--- src/rtl/sample_fifo_serial_tx_if.sv ---
// sample_fifo_serial_tx_if: parallel sample input, 1-bit serial output and FIFO status
interface sample_fifo_serial_tx_if #(
  parameter int DATA_WIDTH = 24,
  parameter int FIFO_DEPTH = 4
);
  logic [DATA_WIDTH-1:0]         iv_din;
  logic                          i_din_valid;
  logic                          o_ready;
  logic                          o_dout;
  logic                          o_dout_valid;
  logic                          i_ready;
  logic [$clog2(FIFO_DEPTH):0]   ov_fifo_count;
  logic                          o_busy;
  modport slave (
    input  iv_din, i_din_valid, i_ready,
    output o_ready, o_dout, o_dout_valid, ov_fifo_count, o_busy
  );
  modport master (
    output iv_din, i_din_valid, i_ready,
    input  o_ready, o_dout, o_dout_valid, ov_fifo_count, o_busy
  );
endinterface

--- src/rtl/sample_fifo_serial_tx.sv ---
// sample_fifo_serial_tx: buffers parallel samples in a FIFO and shifts them out MSB-first on a 1-bit valid/ready link
module sample_fifo_serial_tx #(
  parameter int DATA_WIDTH = 24,
  parameter int FIFO_DEPTH = 4
) (
  input  logic                      i_clk,
  input  logic                      i_rst,
  input  logic                      i_en,
  sample_fifo_serial_tx_if.slave    bus
);
  localparam int AW   = $clog2(FIFO_DEPTH);
  localparam int CNTW = AW + 1;
  localparam int BW   = $clog2(DATA_WIDTH);
  typedef enum logic {IDLE, SHIFT} state_t;
  state_t                state_q, state_d;
  logic [DATA_WIDTH-1:0] mem_q [FIFO_DEPTH];
  logic [AW-1:0]         wr_q, wr_d, rd_q, rd_d;
  logic [CNTW-1:0]       cnt_q, cnt_d;
  logic [DATA_WIDTH-1:0] sh_q, sh_d;
  logic [BW-1:0]         bit_q, bit_d;
  logic                  live_q;
  logic                  rdy, push, xfer, last, pop;
  // live_q keeps o_ready low until the first edge after reset release
  assign rdy = i_en & live_q & (cnt_q != CNTW'(FIFO_DEPTH));
  always_ff @(posedge i_clk or negedge i_rst)
    if (!i_rst) begin
      state_q <= IDLE;
      wr_q    <= '0;
      rd_q    <= '0;
      cnt_q   <= '0;
      sh_q    <= '0;
      bit_q   <= '0;
      live_q  <= 1'b0;
    end else begin
      state_q <= state_d;
      wr_q    <= wr_d;
      rd_q    <= rd_d;
      cnt_q   <= cnt_d;
      sh_q    <= sh_d;
      bit_q   <= bit_d;
      live_q  <= 1'b1;
    end
  always_ff @(posedge i_clk)
    if (push) mem_q[wr_q] <= bus.iv_din;
  // pop uses the pre-push count, so a last-bit reload never sees a same-edge push
  always_comb begin
    push    = rdy & bus.i_din_valid;
    xfer    = i_en & (state_q == SHIFT) & bus.i_ready;
    last    = xfer & (bit_q == '0);
    pop     = i_en & (cnt_q != '0) & ((state_q == IDLE) | last);
    wr_d    = wr_q + AW'(push);
    rd_d    = rd_q + AW'(pop);
    cnt_d   = cnt_q + CNTW'(push) - CNTW'(pop);
    state_d = pop ? SHIFT : last ? IDLE : state_q;
    sh_d    = pop ? mem_q[rd_q] : xfer ? {sh_q[DATA_WIDTH-2:0], 1'b0} : sh_q;
    bit_d   = pop ? BW'(DATA_WIDTH - 1) : xfer ? bit_q - 1'b1 : bit_q;
  end
  always_comb begin
    bus.o_ready       = rdy;
    bus.o_dout        = sh_q[DATA_WIDTH-1];
    bus.o_dout_valid  = i_en & (state_q == SHIFT);
    bus.o_busy        = state_q == SHIFT;
    bus.ov_fifo_count = cnt_q;
  end
endmodule

--- src/flat_wrapper.sv ---
// flat-port wrapper written by rule: the top's interface ports become plain ports
module sample_fifo_serial_tx_flat 
#(
  parameter int DATA_WIDTH = 24,
  parameter int FIFO_DEPTH = 4
)
  (i_clk, i_rst, i_en, bus_iv_din, bus_i_din_valid, bus_i_ready, bus_o_ready, bus_o_dout, bus_o_dout_valid, bus_ov_fifo_count, bus_o_busy);
  sample_fifo_serial_tx_if #(.DATA_WIDTH(DATA_WIDTH), .FIFO_DEPTH(FIFO_DEPTH)) bus_i ();
  input  logic i_clk;
  input  logic i_rst;
  input  logic i_en;
  input wire logic [$bits(bus_i.iv_din)-1:0] bus_iv_din;
  input wire logic [$bits(bus_i.i_din_valid)-1:0] bus_i_din_valid;
  input wire logic [$bits(bus_i.i_ready)-1:0] bus_i_ready;
  output wire logic [$bits(bus_i.o_ready)-1:0] bus_o_ready;
  output wire logic [$bits(bus_i.o_dout)-1:0] bus_o_dout;
  output wire logic [$bits(bus_i.o_dout_valid)-1:0] bus_o_dout_valid;
  output wire logic [$bits(bus_i.ov_fifo_count)-1:0] bus_ov_fifo_count;
  output wire logic [$bits(bus_i.o_busy)-1:0] bus_o_busy;
  assign bus_i.iv_din = bus_iv_din;
  assign bus_i.i_din_valid = bus_i_din_valid;
  assign bus_i.i_ready = bus_i_ready;
  assign bus_o_ready = bus_i.o_ready;
  assign bus_o_dout = bus_i.o_dout;
  assign bus_o_dout_valid = bus_i.o_dout_valid;
  assign bus_ov_fifo_count = bus_i.ov_fifo_count;
  assign bus_o_busy = bus_i.o_busy;
  sample_fifo_serial_tx #(.DATA_WIDTH(DATA_WIDTH), .FIFO_DEPTH(FIFO_DEPTH)) u_core (.i_clk(i_clk), .i_rst(i_rst), .i_en(i_en), .bus(bus_i));
endmodule
--- config.mk ---
export PLATFORM = sky130hd
export DESIGN_NAME = sample_fifo_serial_tx_flat
export DESIGN_NICKNAME = d
export VERILOG_FILES = /design/src/rtl/sample_fifo_serial_tx_if.sv /design/src/rtl/sample_fifo_serial_tx.sv /design/src/flat_wrapper.sv
export SDC_FILE = /design/constraint.sdc
export NUM_CORES = 1
export LEC_CHECK = 0
export BUFFER_PORTS_ARGS = -buffer_cell sky130_fd_sc_hd__buf_2
export CAP_MARGIN = 20
export CORE_MARGIN = 2
export CORE_UTILIZATION = 54
export DETAILED_ROUTE_END_ITERATION = 8
export PLACE_DENSITY = 0.77
export SLEW_MARGIN = 10
export SYNTH_ARGS = -nofsm -noshare
export SYNTH_HDL_FRONTEND = slang
export SYNTH_SLANG_ARGS = --single-unit
--- constraint.sdc ---
create_clock -name i_clk -period 2.9 [get_ports i_clk]
set_input_delay 0.29 -clock i_clk [delete_from_list [all_inputs] [get_ports i_clk]]
set_output_delay 0.29 -clock i_clk [all_outputs]
set_load 0.01 [all_outputs]
==> results of run 1 <==
-- flip-flops by register name, summed over array words and instances (netlist names) --
signal and count:
u_core.mem_q 96, u_core.sh_q 24, u_core.bit_q 5, u_core.bus.ov_fifo_count 3
u_core.rd_q 2, u_core.wr_q 2, u_core.bus.o_busy 1, u_core.live_q 1
-- power by group through the flow --
stage / clock network [W] / registers (W) / logic, W
2_1_floorplan: 0 / 0.00256 / 0.00107
3_3_place_gp: 0 / 0.00260 / 0.00131
3_5_place_dp: 0 / 0.00263 / 0.00135
4_1_cts: 0.00215 / 0.00260 / 0.00139
5_1_grt: 0.00223 / 0.00264 / 0.00150
6_report: 0.00211 / 0.00260 / 0.00138
-- layout make-up --
| type | count | area [sq um] |
|---|---|---|
| Clock inverter | 11 | 156 |
| Inverter | 11 | 41.3 |
| Timing Repair Buffer | 69 | 505 |
| Multi-Input combinational cell | 116 | 1490 |
| Fill cell | 644 | 3150 |
| Sequential cell | 134 | 3830 |
| Tap cell | 133 | 166 |
| Clock buffer | 21 | 429 |
-- synth_stat cells (2+ instances only) --
library cell | instances | share of area (%)
nor3_1 | 2 | 0.18
mux2_2 | 29 | 6.0
nor2_1 | 4 | 0.28
edfxtp_1 | 96 | 53
xor2_1 | 3 | 0.48
buf_2 | 3 | 0.28
mux4_2 | 24 | 9.9
nor4_1 | 2 | 0.23
clkbuf_1 | 6 | 0.41
xnor2_1 | 2 | 0.32
inv_1 | 11 | 0.76
ha_1 | 6 | 1.4
dfrtp_1 | 38 | 17
nand2_1 | 4 | 0.28
o21ai_0 | 4 | 0.37
buf_6 | 2 | 0.41
o211ai_1 | 3 | 0.41
nor3b_1 | 2 | 0.28
mux2_4 | 17 | 4.7
-- metrics by stage --
| step | hold slack (ps) | total power (W) | setup WS [ps] |
|---|---|---|---|
| floorplan | -5.59 | 0.00362 | -386 |
| CTS | 73.9 | 0.00613 | 202 |
| global route | 105 | 0.00636 | 58.3 |
| finish | 96.7 | 0.00609 | 226 |
| detailed placement | 461 | 0.00398 | 210 |
| global placement | 443 | 0.00391 | 312 |
-- how the worst min path moves through the flow --
| stage | from | end | slack, ps |
|---|---|---|---|
| 3_5_place_dp | i_rst | u_core.live_q | 460 |
| 3_3_place_gp | i_rst | u_core.bus.ov_fifo_count[2] | 440 |
| 2_1_floorplan | i_rst | u_core.bit_q[0] | -6 |
| 4_1_cts | bus_i_ready | u_core.bus.o_busy | 70 |
| 6_report | bus_i_ready | u_core.bus.o_busy | 100 |
| 5_1_grt | bus_i_ready | u_core.bus.o_busy | 100 |
-- cell families (layout without fill, tap and decap cells) --
group / count (synthesis) / in the layout
other: 1 / 1
AO/OA/AOI/OAI: 12 / 12
AND/OR/NAND/NOR: 21 / 21
XOR/XNOR: 5 / 5
buffers and inverters: 23 / 112
multiplexers: 70 / 70
adder cells (fa/ha/maj): 7 / 7
flip-flops: 134 / 134
-- placed cells by master, fill, tap and decap left out, types with 6 or more instances in the layout --
master / netlist / routed
edfxtp_1: 96 / 96
dfrtp_1: 38 / 38
buf_2: 3 / 35
mux2_2: 29 / 29
dlygate4sd3_1: 0 / 25
mux4_2: 24 / 24
mux2_4: 17 / 17
clkbuf_16: 0 / 16
inv_1: 11 / 11
buf_4: 0 / 8
ha_1: 6 / 6
-- timing repair --
action | CTS | global route
setup endpoints to repair | 0 | 0
hold buffers | 25 | 0
hold endpoints to repair | 134 | 0
-- worst max-delay path: stages (launching register included) --
cell      delay, ps
dfrtp_1         400
inv_1            90
ha_1            170
or3b_4          410
o31ai_4         230
nand2b_1         90
inv_1           110
ha_1            140
inv_1            40
ha_1            200
fa_1            380
xor2_1          180
xnor2_1         120
-- per-layer routing --
metal / global-route usage (%) / part of all wire (%) / up-vias
met5: 0 / 0 / -
met4: 7.82 / 1.5 / 0
met3: 5.08 / 4.7 / 11
met2: 32.6 / 52 / 71
met1: 23.8 / 41 / 1374
li1: - / - / 1220
==> results.cfg, run 1 <==
[outcome]
outcome = completed

[timing]
slew_viol_final = 0
post-route-min-period_ps = 2670
fin_tns_setup_ps = 0
timing.final.hold_violations = 0
relSlewSlack_pct = 42.2
tightest_slew_ps = 868
skew_ps = 8.03
setup_viol = 0
fin_crit_sh_pct = 92.2
rsz0062_at_grt = false
fmaxAchievable_mhz = 374

[power_and_ir_drop]
p_int_w = 0.00457
comb_power_share_pct = 22.6
power.density_mw_per_mm2 = 918
pwr-share-clk_pct = 34.7
power_leakage_nw = 2.56
p_seq_share_pct = 42.7
power_switching_w = 0.00151
ir_drop_mv = 0.512
switching_share_pct = 24.8

[die]
fp.dieW_um = 104
die_h_um = 104
dieArea_sq_mm = 0.0109
core_area_sq_mm = 0.00977
fp-row-count = 36
start_util_pct = 55.6
io_pins = 36

[finish]
area_delta_synth_final_pct = 21.9
layout-drive-gt1-share_pct = 40.3
fin_cells = 495
nets = 385
diodes = 0
final_util_pct = 67.8
fin_area_sq_mm = 0.00663

[yosys]
synth_area_sq_mm = 0.00543
synthSimpleGateAreaFrac_pct = 2.19
netlist_instances = 273
synth_xor_xnor_area_share_pct = 0.806
synthesis.nets = 309
synth_mux_area_share_pct = 20.7
synth_fa_ha_area_share_pct = 1.75
yosysWarnings = 0
synth-edff-count = 96
ys_ff_latch = 134
synth_compound_area_share_pct = 1.75
synth_cell_types = 34
yosysSeqAreaShare_pct = 70.6
synth_top_family_by_area = multiplexers
async_reset_ff_share_pct = 28.4
synth_flop_cell = edfxtp_1
syn_area_per_cell_sq_um = 19.9

[clock_network]
clk_pin_slew_ps = 60
post_cts_buffers = 0
clock_sinks = 134
numCtsBuffers = 17
clk_path_buf_depth = 2
cts_root_buf = clkbuf_8
ctsResizeCount = 0
cts_tree = built
ctsHtreeMaxLevel = 4
clk_latency_ps = 520

[routing]
vias_per_cell = 5.41
drc_errors = 0
wl_per_cell_um = 19.2
drtPass1Iterations = 4
ant_nets = 0
vias = 2676
drt_iter0_drc = 153
drt-total-wl_mm = 9.50

[critical_path]
worstSetupEndpoint = u_core.bus.ov_fifo_count[2]
cp-startpoint = u_core.bit_q[0]
r2r-end = u_core.bus.ov_fifo_count[2]
ff2ff_setup_slack_ps = 230
r2r_start = u_core.bit_q[0]
crit_path_max_fanout = 4
end_kind = flop
critical_path_class = flop to flop
rr_worst_depth = 12
worstPathArrival_ps = 3080
startpoint_type = flop
required_ps = 3310

[grt]
grt_max_degree = 39
grt_pass1_vias = 2926
antenna_found_initial = 0
grt_pass1_wl_mm = 15.3
track_usage_pct = 19.3
overflow = 0

[place]
place_area_sq_mm = 0.00579
dp.cells = 438
port_buffers = 35
dp_hpwl_mm = 5.18
place_congestion = 0.728

[hold_path]
hold_class = input port to flop
hold_path_depth = 4

[job]
drv_cap = 0
No activity file was read; power rests on OpenSTA's default activity.
==> run 2, diff against run 1 <==
- CORE_ASPECT_RATIO: unset -> 1.1
==> run 2 against run 1 <==
Compared with the run above: maximum frequency decreased by 0.66%; clock power decreased by 15%; sequential share of layout area rose by 1.1 points; critical path depth unchanged; utilization decreased by 1.7 points; clock skew shrank 2.5 ps; sequential power barely moved; sequential cell count did not move; register-to-register slack lost 20 ps; total power shrank 5.2%; critical endpoint unchanged.
==> results.cfg, run 2 (synthesis gave the netlist of run 1 again) <==
[outcome]
outcome = completed

[routing]
ant_nets = 0
vias_per_cell = 5.59
drc_errors = 0
vias = 2685
wl_per_cell_um = 19.0
drt-total-wl_mm = 9.14
drtPass1Iterations = 6
drt_iter0_drc = 154

[finish]
multi_input_area_sq_mm = 0.00149
nets = 383
final_common_cell = edfxtp_1
layout-drive-gt1-share_pct = 39.2
final_util_pct = 66.1
fillCellCount = 629
diodes = 0
top_register = u_core.mem_q
largest_register_ffs = 96
mostFrequentLayoutCells = edfxtp_1 (96), dfrtp_1 (38), buf_2 (35), mux2_2 (29), mux4_2 (24)
area_delta_synth_final_pct = 19.7
top_regs = u_core.mem_q (96), u_core.sh_q (24), u_core.bit_q (5)
ff_latch_area_sq_mm = 0.00383

[clock_network]
clk_latency_ps = 510
cts_root_buf = clkbuf_8
numCtsBuffers = 17
post_cts_buffers = 0
clock_sinks = 134
cts_tree = built
clk_path_buf_depth = 2
ctsHtreeMaxLevel = 4
clk_pin_slew_ps = 50

[critical_path]
ff2ff_setup_slack_ps = 210
r2r-end = u_core.bus.ov_fifo_count[2]
required_ps = 3290
cpPeakStageDelay_ps = 410
end_kind = flop
crit_path_max_fanout = 4
cp-startpoint = u_core.bit_q[0]
crit_slowest_cell = or3b_4
crit_buf_inv = 3
worstPathArrival_ps = 3090
cpLargestDelayFamily = adder cells
r2r_start = u_core.bit_q[0]
rr_worst_depth = 12
crit_chain = inv_1 -> ha_1 -> or3b_4 -> o31ai_4 -> nand2b_1 -> inv_1 -> ha_1 -> inv_1 -> ha_1 -> fa_1 -> xor2_1 -> xnor2_1
critical_path_class = flop to flop
startpoint_type = flop

[timing]
post-route-min-period_ps = 2690
tightest_slew_ps = 898
rsz0062_at_grt = false
hold_slack_ps = 28.9
relSlewSlack_pct = 40.2
fmaxAchievable_mhz = 371
skew_ps = 5.49
fin_crit_sh_pct = 92.8
setup_viol = 0
slew_viol_final = 0
timing.final.hold_violations = 0

[power_and_ir_drop]
ir_drop_mv = 0.539
power_leakage_nw = 2.52
power.density_mw_per_mm2 = 887

[die]
die_h_um = 109
start_util_pct = 55.2
fp-row-count = 38
dieArea_sq_mm = 0.0109
fp.dieW_um = 99.6
io_pins = 36
core_area_sq_mm = 0.00984

[grt]
grt_max_degree = 39
antenna_found_initial = 0
grt_pass1_wl_mm = 15.0
track_usage_pct = 19.1
overflow = 0
grt_pass1_vias = 2946

[place]
dp_hpwl_mm = 5.27
place_congestion = 0.805
port_buffers = 35

[hold_path]
holdPathEnd = u_core.mem_q[2][0]
worstHoldStart = bus_iv_din[0]
hold_class = input port to flop
hold_path_depth = 1

[job]
drv_cap = 0
[run 2: worst register-to-register path: stages (launching register included)]
cell and delay [ps]:
dfrtp_1 400, inv_1 90, ha_1 160, or3b_4 410, o31ai_4 230, nand2b_1 90
inv_1 120, ha_1 140, inv_1 40, ha_1 200, fa_1 370, xor2_1 190
xnor2_1 130
[run 2: per-layer routing]
metal  vias to the layer above  global-route usage [%]  share of wire [%]
met5                         -                       0                  0
met4                         0                    9.78                2.1
met3                        17                    4.74                3.6
met2                        65                    32.0                 53
met1                      1386                    23.0                 42
li1                       1217                       -                  -
[run 2: power by group]
group / internal, W / total [W] / switching [W] / leakage, nW
clock network: 0.00111 / 0.00180 / 0.000688 / 0.243
registers: 0.00238 / 0.00259 / 0.000213 / 1.34
logic: 0.000812 / 0.00138 / 0.000567 / 0.939
[run 2: how the worst max path moves through the flow]
stage                                        to  slack [ps]  cells past startpoint
detailed placement  u_core.bus.ov_fifo_count[2]         210                     12
global route        u_core.bus.ov_fifo_count[2]          50                     12
finish              u_core.bus.ov_fifo_count[2]         210                     12
floorplan                    u_core.mem_q[1][0]        -390                      4
CTS                 u_core.bus.ov_fifo_count[2]         200                     12
global placement    u_core.bus.ov_fifo_count[2]         330                     12
[run 2: timing repair]
item,in CTS,in global routing
hold buffers,23,0
hold endpoints to repair,126,0
gates resized for setup,0,0
[run 2: cell type report]
type / count / share of cell area (%)
clock buffers: 23 / 6.71
repair buffers: 67 / 7.46
inverters: 11 / 0.635
clock inverters: 9 / 0.962
flip-flops and latches: 134 / 58.9
multi-input cells: 116 / 23.0
well taps: 120 / 2.31
[run 2: stage by stage]
step	TNS (ps)	cell area (sq um)	setup slack, ps	total power [W]	instances
floorplan	-23140	5430	-386	0.00362	273
global placement	0	5770	325	0.00393	425
detailed placement	0	5770	212	0.00399	425
CTS	0	6500	203	0.00583	480
global route	0	6500	47.4	0.00606	480
finish	0	6500	208	0.00577	480
